**config.mk**
```make
export PLATFORM = sky130hd
export DESIGN_NAME = post_add_stage_flat
export DESIGN_NICKNAME = d
export VERILOG_FILES = /design/src/rtl/dsp_pkg.sv /design/src/rtl/post_add_stage_if.sv /design/src/rtl/pipe_delay.sv /design/src/rtl/post_add_stage.sv /design/src/flat_wrapper.sv
export SDC_FILE = /design/constraint.sdc
export NUM_CORES = 1
export LEC_CHECK = 0
export CAP_MARGIN = 10
export CORE_AREA = 2 2 169 171
export CTS_CLUSTER_DIAMETER = 30
export DETAILED_ROUTE_END_ITERATION = 10
export DIE_AREA = 0 0 171 173
export GPL_TIMING_DRIVEN = 0
export PLACE_DENSITY_LB_ADDON = 0.08
export SKIP_CTS_REPAIR_TIMING = 1
export SYNTH_ARGS = -nofsm -noshare
export SYNTH_HDL_FRONTEND = slang
export SYNTH_SLANG_ARGS = --single-unit
```
**constraint.sdc**
```tcl
create_clock -name clk -period 8.2 [get_ports clk]
set_input_delay 1.64 -clock clk [delete_from_list [all_inputs] [get_ports clk]]
set_output_delay 1.64 -clock clk [all_outputs]
set_load 0.01 [all_outputs]
```
**src/rtl/dsp_pkg.sv**
```systemverilog
// Shared definitions for the DSP post-adder stage: operand select
// encodings, opmode bit positions and carry-source names.
package dsp_pkg;

    typedef enum logic [1:0] {
        X_ZERO = 2'b00,
        X_M    = 2'b01,
        X_P    = 2'b10,
        X_DAB  = 2'b11
    } xsel_e;

    typedef enum logic [1:0] {
        Z_ZERO = 2'b00,
        Z_PCIN = 2'b01,
        Z_P    = 2'b10,
        Z_C    = 2'b11
    } zsel_e;

    localparam int OP_X_LSB = 0;
    localparam int OP_Z_LSB = 2;
    localparam int OP_CARRY = 5;
    localparam int OP_SUB   = 7;

    localparam CIS_OPMODE5 = "OPMODE5";
    localparam CIS_CARRYIN = "CARRYIN";

endpackage

```
**src/rtl/post_add_stage_if.sv**
```systemverilog
// Operand/result bundle of the post-adder stage.
// master drives operands and opmode; slave (the stage) returns M, P, PCOUT, CARRYOUT.
interface post_add_stage_if #(
    parameter int PW = 48,
    parameter int MW = 36
);
    logic signed [MW-1:0] outOfMul;
    logic [PW-1:0]        DAB;
    logic [PW-1:0]        C;
    logic [PW-1:0]        PCIN;
    logic [7:0]           opmode;
    logic                 CARRYIN;
    logic [MW-1:0]        M;
    logic [PW-1:0]        P;
    logic [PW-1:0]        PCOUT;
    logic                 CARRYOUT;

    modport master (
        output outOfMul, DAB, C, PCIN, opmode, CARRYIN,
        input  M, P, PCOUT, CARRYOUT
    );

    modport slave (
        input  outOfMul, DAB, C, PCIN, opmode, CARRYIN,
        output M, P, PCOUT, CARRYOUT
    );
endinterface

```
**src/rtl/pipe_delay.sv**
```systemverilog
// Clock-enabled shift chain with synchronous active-high reset.
// Ports: clk, rst (clears all stages, beats ce), ce, d_i, q_o. DEPTH=0 is a wire.
module pipe_delay #(
    parameter int WIDTH = 1,
    parameter int DEPTH = 1
) (
    input  logic             clk,
    input  logic             rst,
    input  logic             ce,
    input  logic [WIDTH-1:0] d_i,
    output logic [WIDTH-1:0] q_o
);
    if (DEPTH == 0) begin : g_pass
        logic unused_ok;
        assign unused_ok = ^{clk, rst, ce};
        assign q_o = d_i;
    end else begin : g_reg
        logic [WIDTH-1:0] stage_q [DEPTH];

        always_ff @(posedge clk) begin
            if (rst) begin
                for (int i = 0; i < DEPTH; i++) stage_q[i] <= '0;
            end else if (ce) begin
                stage_q[0] <= d_i;
                for (int i = 1; i < DEPTH; i++) stage_q[i] <= stage_q[i-1];
            end
        end

        assign q_o = stage_q[DEPTH-1];
    end
endmodule

```
**src/rtl/post_add_stage.sv**
```systemverilog
// DSP post-adder: M pipeline, X/Z operand select, add/sub with carry, P register.
// Ports: clk, RSTM/RSTCARRYIN/RSTP resets, CEM/CECARRYIN/CEP enables, bus (slave).
module post_add_stage
    import dsp_pkg::*;
#(
    parameter int PW         = 48,
    parameter int MW         = 36,
    parameter int MDEPTH     = 1,
    parameter     CARRYINSEL = "OPMODE5",
    parameter int CARRYINREG = 1,
    parameter int PREG       = 1
) (
    input  logic clk,
    input  logic RSTM,
    input  logic RSTCARRYIN,
    input  logic RSTP,
    input  logic CEM,
    input  logic CECARRYIN,
    input  logic CEP,
    post_add_stage_if.slave bus
);
    // Any carry-source name other than CARRYIN falls back to opmode[5].
    localparam bit CIN_EXT = (CARRYINSEL == CIS_CARRYIN);

    logic [MW-1:0] m_q;
    logic          cin_d;
    logic          cin_q;
    logic [PW-1:0] x_d;
    logic [PW-1:0] z_d;
    logic [PW:0]   r_d;
    logic [PW:0]   pr_q;
    logic [PW-1:0] p_q;

    pipe_delay #(.WIDTH(MW), .DEPTH(MDEPTH)) u_mpipe (
        .clk (clk),
        .rst (RSTM),
        .ce  (CEM),
        .d_i (bus.outOfMul),
        .q_o (m_q)
    );

    assign cin_d = CIN_EXT ? bus.CARRYIN : bus.opmode[OP_CARRY];

    pipe_delay #(.WIDTH(1), .DEPTH(CARRYINREG)) u_cpipe (
        .clk (clk),
        .rst (RSTCARRYIN),
        .ce  (CECARRYIN),
        .d_i (cin_d),
        .q_o (cin_q)
    );

    always_comb begin
        x_d = '0;
        unique case (xsel_e'(bus.opmode[OP_X_LSB +: 2]))
            X_ZERO: x_d = '0;
            X_M:    x_d = {{(PW-MW){m_q[MW-1]}}, m_q};
            X_P:    x_d = p_q;
            X_DAB:  x_d = bus.DAB;
        endcase
    end

    always_comb begin
        z_d = '0;
        unique case (zsel_e'(bus.opmode[OP_Z_LSB +: 2]))
            Z_ZERO: z_d = '0;
            Z_PCIN: z_d = bus.PCIN;
            Z_P:    z_d = p_q;
            Z_C:    z_d = bus.C;
        endcase
    end

    // One extra bit so the top bit is carry on add and borrow on subtract.
    always_comb begin
        r_d = '0;
        if (bus.opmode[OP_SUB])
            r_d = {1'b0, z_d} - {1'b0, x_d} - {{PW{1'b0}}, cin_q};
        else
            r_d = {1'b0, z_d} + {1'b0, x_d} + {{PW{1'b0}}, cin_q};
    end

    pipe_delay #(.WIDTH(PW+1), .DEPTH(PREG)) u_ppipe (
        .clk (clk),
        .rst (RSTP),
        .ce  (CEP),
        .d_i (r_d),
        .q_o (pr_q)
    );

    assign p_q          = pr_q[PW-1:0];
    assign bus.P        = p_q;
    assign bus.PCOUT    = p_q;
    assign bus.CARRYOUT = pr_q[PW];
    assign bus.M        = m_q;
endmodule

```
**src/flat_wrapper.sv**
```systemverilog
// flat-port wrapper written by rule: the top's interface ports become plain ports
module post_add_stage_flat import dsp_pkg::*;
#(
    parameter int PW         = 48,
    parameter int MW         = 36,
    parameter int MDEPTH     = 1,
    parameter     CARRYINSEL = "       ",
    parameter int CARRYINREG = 1,
    parameter int PREG       = 1
)
  (clk, RSTM, RSTCARRYIN, RSTP, CEM, CECARRYIN, CEP, bus_outOfMul, bus_DAB, bus_C, bus_PCIN, bus_opmode, bus_CARRYIN, bus_M, bus_P, bus_PCOUT, bus_CARRYOUT);
  post_add_stage_if #(.PW(PW), .MW(MW)) bus_i ();
  input  logic clk;
  input  logic RSTM;
  input  logic RSTCARRYIN;
  input  logic RSTP;
  input  logic CEM;
  input  logic CECARRYIN;
  input  logic CEP;
  input wire logic [$bits(bus_i.outOfMul)-1:0] bus_outOfMul;
  input wire logic [$bits(bus_i.DAB)-1:0] bus_DAB;
  input wire logic [$bits(bus_i.C)-1:0] bus_C;
  input wire logic [$bits(bus_i.PCIN)-1:0] bus_PCIN;
  input wire logic [$bits(bus_i.opmode)-1:0] bus_opmode;
  input wire logic [$bits(bus_i.CARRYIN)-1:0] bus_CARRYIN;
  output wire logic [$bits(bus_i.M)-1:0] bus_M;
  output wire logic [$bits(bus_i.P)-1:0] bus_P;
  output wire logic [$bits(bus_i.PCOUT)-1:0] bus_PCOUT;
  output wire logic [$bits(bus_i.CARRYOUT)-1:0] bus_CARRYOUT;
  assign bus_i.outOfMul = bus_outOfMul;
  assign bus_i.DAB = bus_DAB;
  assign bus_i.C = bus_C;
  assign bus_i.PCIN = bus_PCIN;
  assign bus_i.opmode = bus_opmode;
  assign bus_i.CARRYIN = bus_CARRYIN;
  assign bus_M = bus_i.M;
  assign bus_P = bus_i.P;
  assign bus_PCOUT = bus_i.PCOUT;
  assign bus_CARRYOUT = bus_i.CARRYOUT;
  post_add_stage #(.PW(PW), .MW(MW), .MDEPTH(MDEPTH), .CARRYINSEL(CARRYINSEL), .CARRYINREG(CARRYINREG), .PREG(PREG)) u_core (.clk(clk), .RSTM(RSTM), .RSTCARRYIN(RSTCARRYIN), .RSTP(RSTP), .CEM(CEM), .CECARRYIN(CECARRYIN), .CEP(CEP), .bus(bus_i));
endmodule
```
==> impl_metrics.json <==
{
  "synth_top_family_by_area": "compound AO/OA/AOI/OAI gates",
  "r2r_start": "u_core.u_ppipe.g_reg.stage_q[0][19]$_SDFFCE_PN0P_",
  "status": "complete, no violations",
  "setup_viol": 0,
  "nets": 2150,
  "drtAntennaViolNets": 0,
  "drc": 0,
  "rsz0062_at_grt": "false",
  "grt_pass1_vias": 12400,
  "ys_ff_latch": 86,
  "cp-endpoint": "u_core.u_ppipe.g_reg.stage_q[0][36]$_SDFFCE_PN0P_",
  "synthCells": 1476,
  "drt-initial-drc-count": 1189,
  "synth-edff-count": 86,
  "cts_max_level": 3,
  "area_growth_pct": 32.8,
  "ios": 329,
  "yosys.area_share.adder_pct": 14.8,
  "clock_latency_ps": 360,
  "synthMuxAreaShare_pct": 9.78,
  "relSlewSlack_pct": 25.3,
  "ys_warn_count": 0,
  "yosysSeqAreaShare_pct": 21.0,
  "numCtsBuffers": 9,
  "ys.flop_type": "edfxtp_1",
  "worst_ep_arrival_time_ps": 7940,
  "place_hpwl_mm": 37.2,
  "synth-async-reset-ratio_pct": 0,
  "fmax_ghz": 0.128,
  "synth_xor_area_share_pct": 5.56,
  "synth_largest_area_cell": "edfxtp_1",
  "period_share_pct": 95.5,
  "grt_pass1_wl_mm": 70.1,
  "maxSlewViolCount": 0,
  "post-route-min-period_ps": 7830,
  "cts_max_path_buffers": 2,
  "worst_slew_pin_slew_ps": 1120,
  "cellPowerDensity_mw_per_mm2": 181,
  "tns_ps": 0,
  "path_max_fanout": 10,
  "synth.top_cells.by_area": "edfxtp_1 21%, ha_1 14%, mux2_2 8.9%",
  "syn_avg_cell_area_um2": 8.33,
  "crit_type": "input port to flop",
  "tritoncts": "done",
  "crit_path_start_kind": "input port",
  "synth_cell_types": 81,
  "maxCapViolCount": 0,
  "postLayoutCoreUtil_pct": 59.1,
  "r2r.worst_path.cells": 12,
  "core_area_mm2": 0.0276,
  "synth_compound_area_share_pct": 25.4,
  "syn_nets": 1815,
  "die_w_um": 171,
  "overflow": 0,
  "path_clk_slew_ps": 80,
  "wl_per_cell_um": 21.3,
  "critical_path_required_ps": 8310,
  "antenna_found_initial": 0,
  "root_buffer": "clkbuf_16",
  "r2r-end": "u_core.u_ppipe.g_reg.stage_q[0][48]$_SDFFCE_PN0P_",
  "diodes": 0,
  "synth_simple_gate_area_share_pct": 14.3,
  "regToRegSetupSlack_ps": 3480,
  "grt_max_degree": 37,
  "fp.dieArea_mm2": 0.0296,
  "start_util_pct": 44.5,
  "cts_sinks": 86,
  "dr_total_vias": 12500,
  "synth_top_area_share_pct": 21.0,
  "wl_mm": 46.7,
  "total_power_w": 0.00296,
  "viasPerCell": 5.71,
  "fin_skew_ps": 12.0,
  "finalHoldViolCount": 0,
  "cp-startpoint": "bus_opmode[2]",
  "grt_usage_pct": 30.6,
  "first_pass_iters": 6,
  "p_leak_nw": 6.99,
  "drive_gt1_share_pct": 10.2,
  "holdCritPathClass": "flop to flop",
  "ir_drop_uv": 114,
  "endpoint_kind": "flop",
  "placement_rows": 61,
  "place_congestion": 0.977,
  "port_buffers": 323,
  "die_h_um": 173,
  "syn-cell-area_mm2": 0.0123
}
cells in the mapped netlist (6+ instances only):
cell type and number:
clkbuf_1 56, nor2b_1 8, o21ai_0 46, nand2b_1 9, xor2_1 29, and3_1 10, o21bai_1 19, nand4_1 23
or3_1 6, o211ai_1 11, ha_1 139, nor2_1 93, xnor2_1 49, buf_4 48, a21o_1 50, a22o_1 81
and2_1 41, o21a_1 12, a31oi_1 15, mux2i_1 11, nor3_1 21, a211oi_1 9, o22ai_1 10, o21ai_1 6
mux2_2 97, buf_1 16, nand2_1 107, inv_1 125, a21oi_1 125, nand3_1 19, o31ai_1 12, edfxtp_1 86
logic make-up after synthesis:
kind of cell	Yosys count
AO/OA/AOI/OAI	452
AND/OR/NAND/NOR	360
buffers and inverters	249
adder cells (fa/ha/maj)	143
multiplexers	108
flip-flops	86
XOR/XNOR	78
through the flow:
stage / cell area (µm²) / std cells / hold WS (ps) / worst slack (ps)
after global routing: 16300 / 2193 / 957 / 166
after floorplan: 12300 / 1476 / 852 / 2500
after global placement: 16000 / 2177 / 892 / 146
final: 16300 / 2193 / 892 / 369
after CTS: 16300 / 2193 / 905 / 488
after detailed placement: 16000 / 2178 / 893 / 141
per-layer routing:
layer  routed length, µm  share of wire (%)  GRT usage (%)  vias up
met2               23200                 50           54.4      437
met4                 988                2.1           7.77        0
li1                    -                  -              -     5987
met5                   0                  0              0        -
met1               19900                 43           38.6     6033
met3                2660                5.7           4.05       68
cells in the final DEF (no fill, tap or decap), types with 12 or more instances in the layout:
cell,netlist,final
a21oi_1,125,125
edfxtp_1,86,86
a21o_1,50,50
clkbuf_1,56,56
mux2_2,97,97
a22o_1,81,81
nor2_1,93,93
nand2_1,107,107
buf_1,16,16
ha_1,139,139
nand4_1,23,23
and2_1,41,41
nor3_1,21,21
clkdlybuf4s50_1,0,323
o31ai_1,12,12
a31oi_1,15,15
o21ai_0,46,46
o21a_1,12,12
o21bai_1,19,19
buf_4,48,48
nand3_1,19,19
xnor2_1,49,49
xor2_1,29,29
inv_1,125,125
worst max-delay path, stage by stage:
cell and delay [ps]:
clkdlybuf4s50_1 680, buf_1 720, clkbuf_1 790, mux2_2 420, a22o_1 230, ha_1 400, ha_1 440, nand2_1 120
nor2_1 200, nand3_1 140, a2111oi_0 770, a311oi_2 220, o31ai_2 490, a41oi_1 200, xnor2_1 180, a22o_1 270
how the worst min path moves through the flow:
stage | depth (start not counted) | endpoint | slack [ps] | start
2_1_floorplan | 3 | u_core.u_ppipe.g_reg.stage_q[0][0]$_SDFFCE_PN0P_ | 850 | u_core.u_cpipe.g_reg.stage_q[0]$_DFFE_PP_
3_3_place_gp | 3 | u_core.u_ppipe.g_reg.stage_q[0][0]$_SDFFCE_PN0P_ | 890 | u_core.u_cpipe.g_reg.stage_q[0]$_DFFE_PP_
3_5_place_dp | 3 | u_core.u_ppipe.g_reg.stage_q[0][0]$_SDFFCE_PN0P_ | 890 | u_core.u_cpipe.g_reg.stage_q[0]$_DFFE_PP_
4_1_cts | 3 | u_core.u_ppipe.g_reg.stage_q[0][0]$_SDFFCE_PN0P_ | 900 | u_core.u_cpipe.g_reg.stage_q[0]$_DFFE_PP_
5_1_grt | 3 | u_core.u_ppipe.g_reg.stage_q[0][0]$_SDFFCE_PN0P_ | 960 | u_core.u_cpipe.g_reg.stage_q[0]$_DFFE_PP_
6_report | 3 | u_core.u_ppipe.g_reg.stage_q[0][0]$_SDFFCE_PN0P_ | 890 | u_core.u_cpipe.g_reg.stage_q[0]$_DFFE_PP_
where the power goes:
part	internal, W	total (W)	switching (W)
clock	0.000243	0.000470	0.000228
sequential	0.000551	0.000601	0.0000501
combinational	0.000857	0.00189	0.00103
area by class of cell:
| type | count | area [µm²] |
|---|---|---|
| Fill cell | 2662 | 11300 |
| Clock buffer | 9 | 225 |
| Timing Repair Buffer | 324 | 3250 |
| Buffer | 123 | 652 |
| Multi-Input combinational cell | 1141 | 8580 |
| Inverter | 126 | 473 |
| Tap cell | 378 | 473 |
| Sequential cell | 86 | 2580 |
| Clock inverter | 6 | 76.3 |
registers in the layout, summed over array words and instances (netlist names):
register and count:
u_core.u_mpipe.g_reg.stage_q 36, u_core.u_ppipe.g_reg.stage_q 49, u_core.u_cpipe.g_reg.stage_q 1
Note: power is estimated with default switching activity, not from simulation.
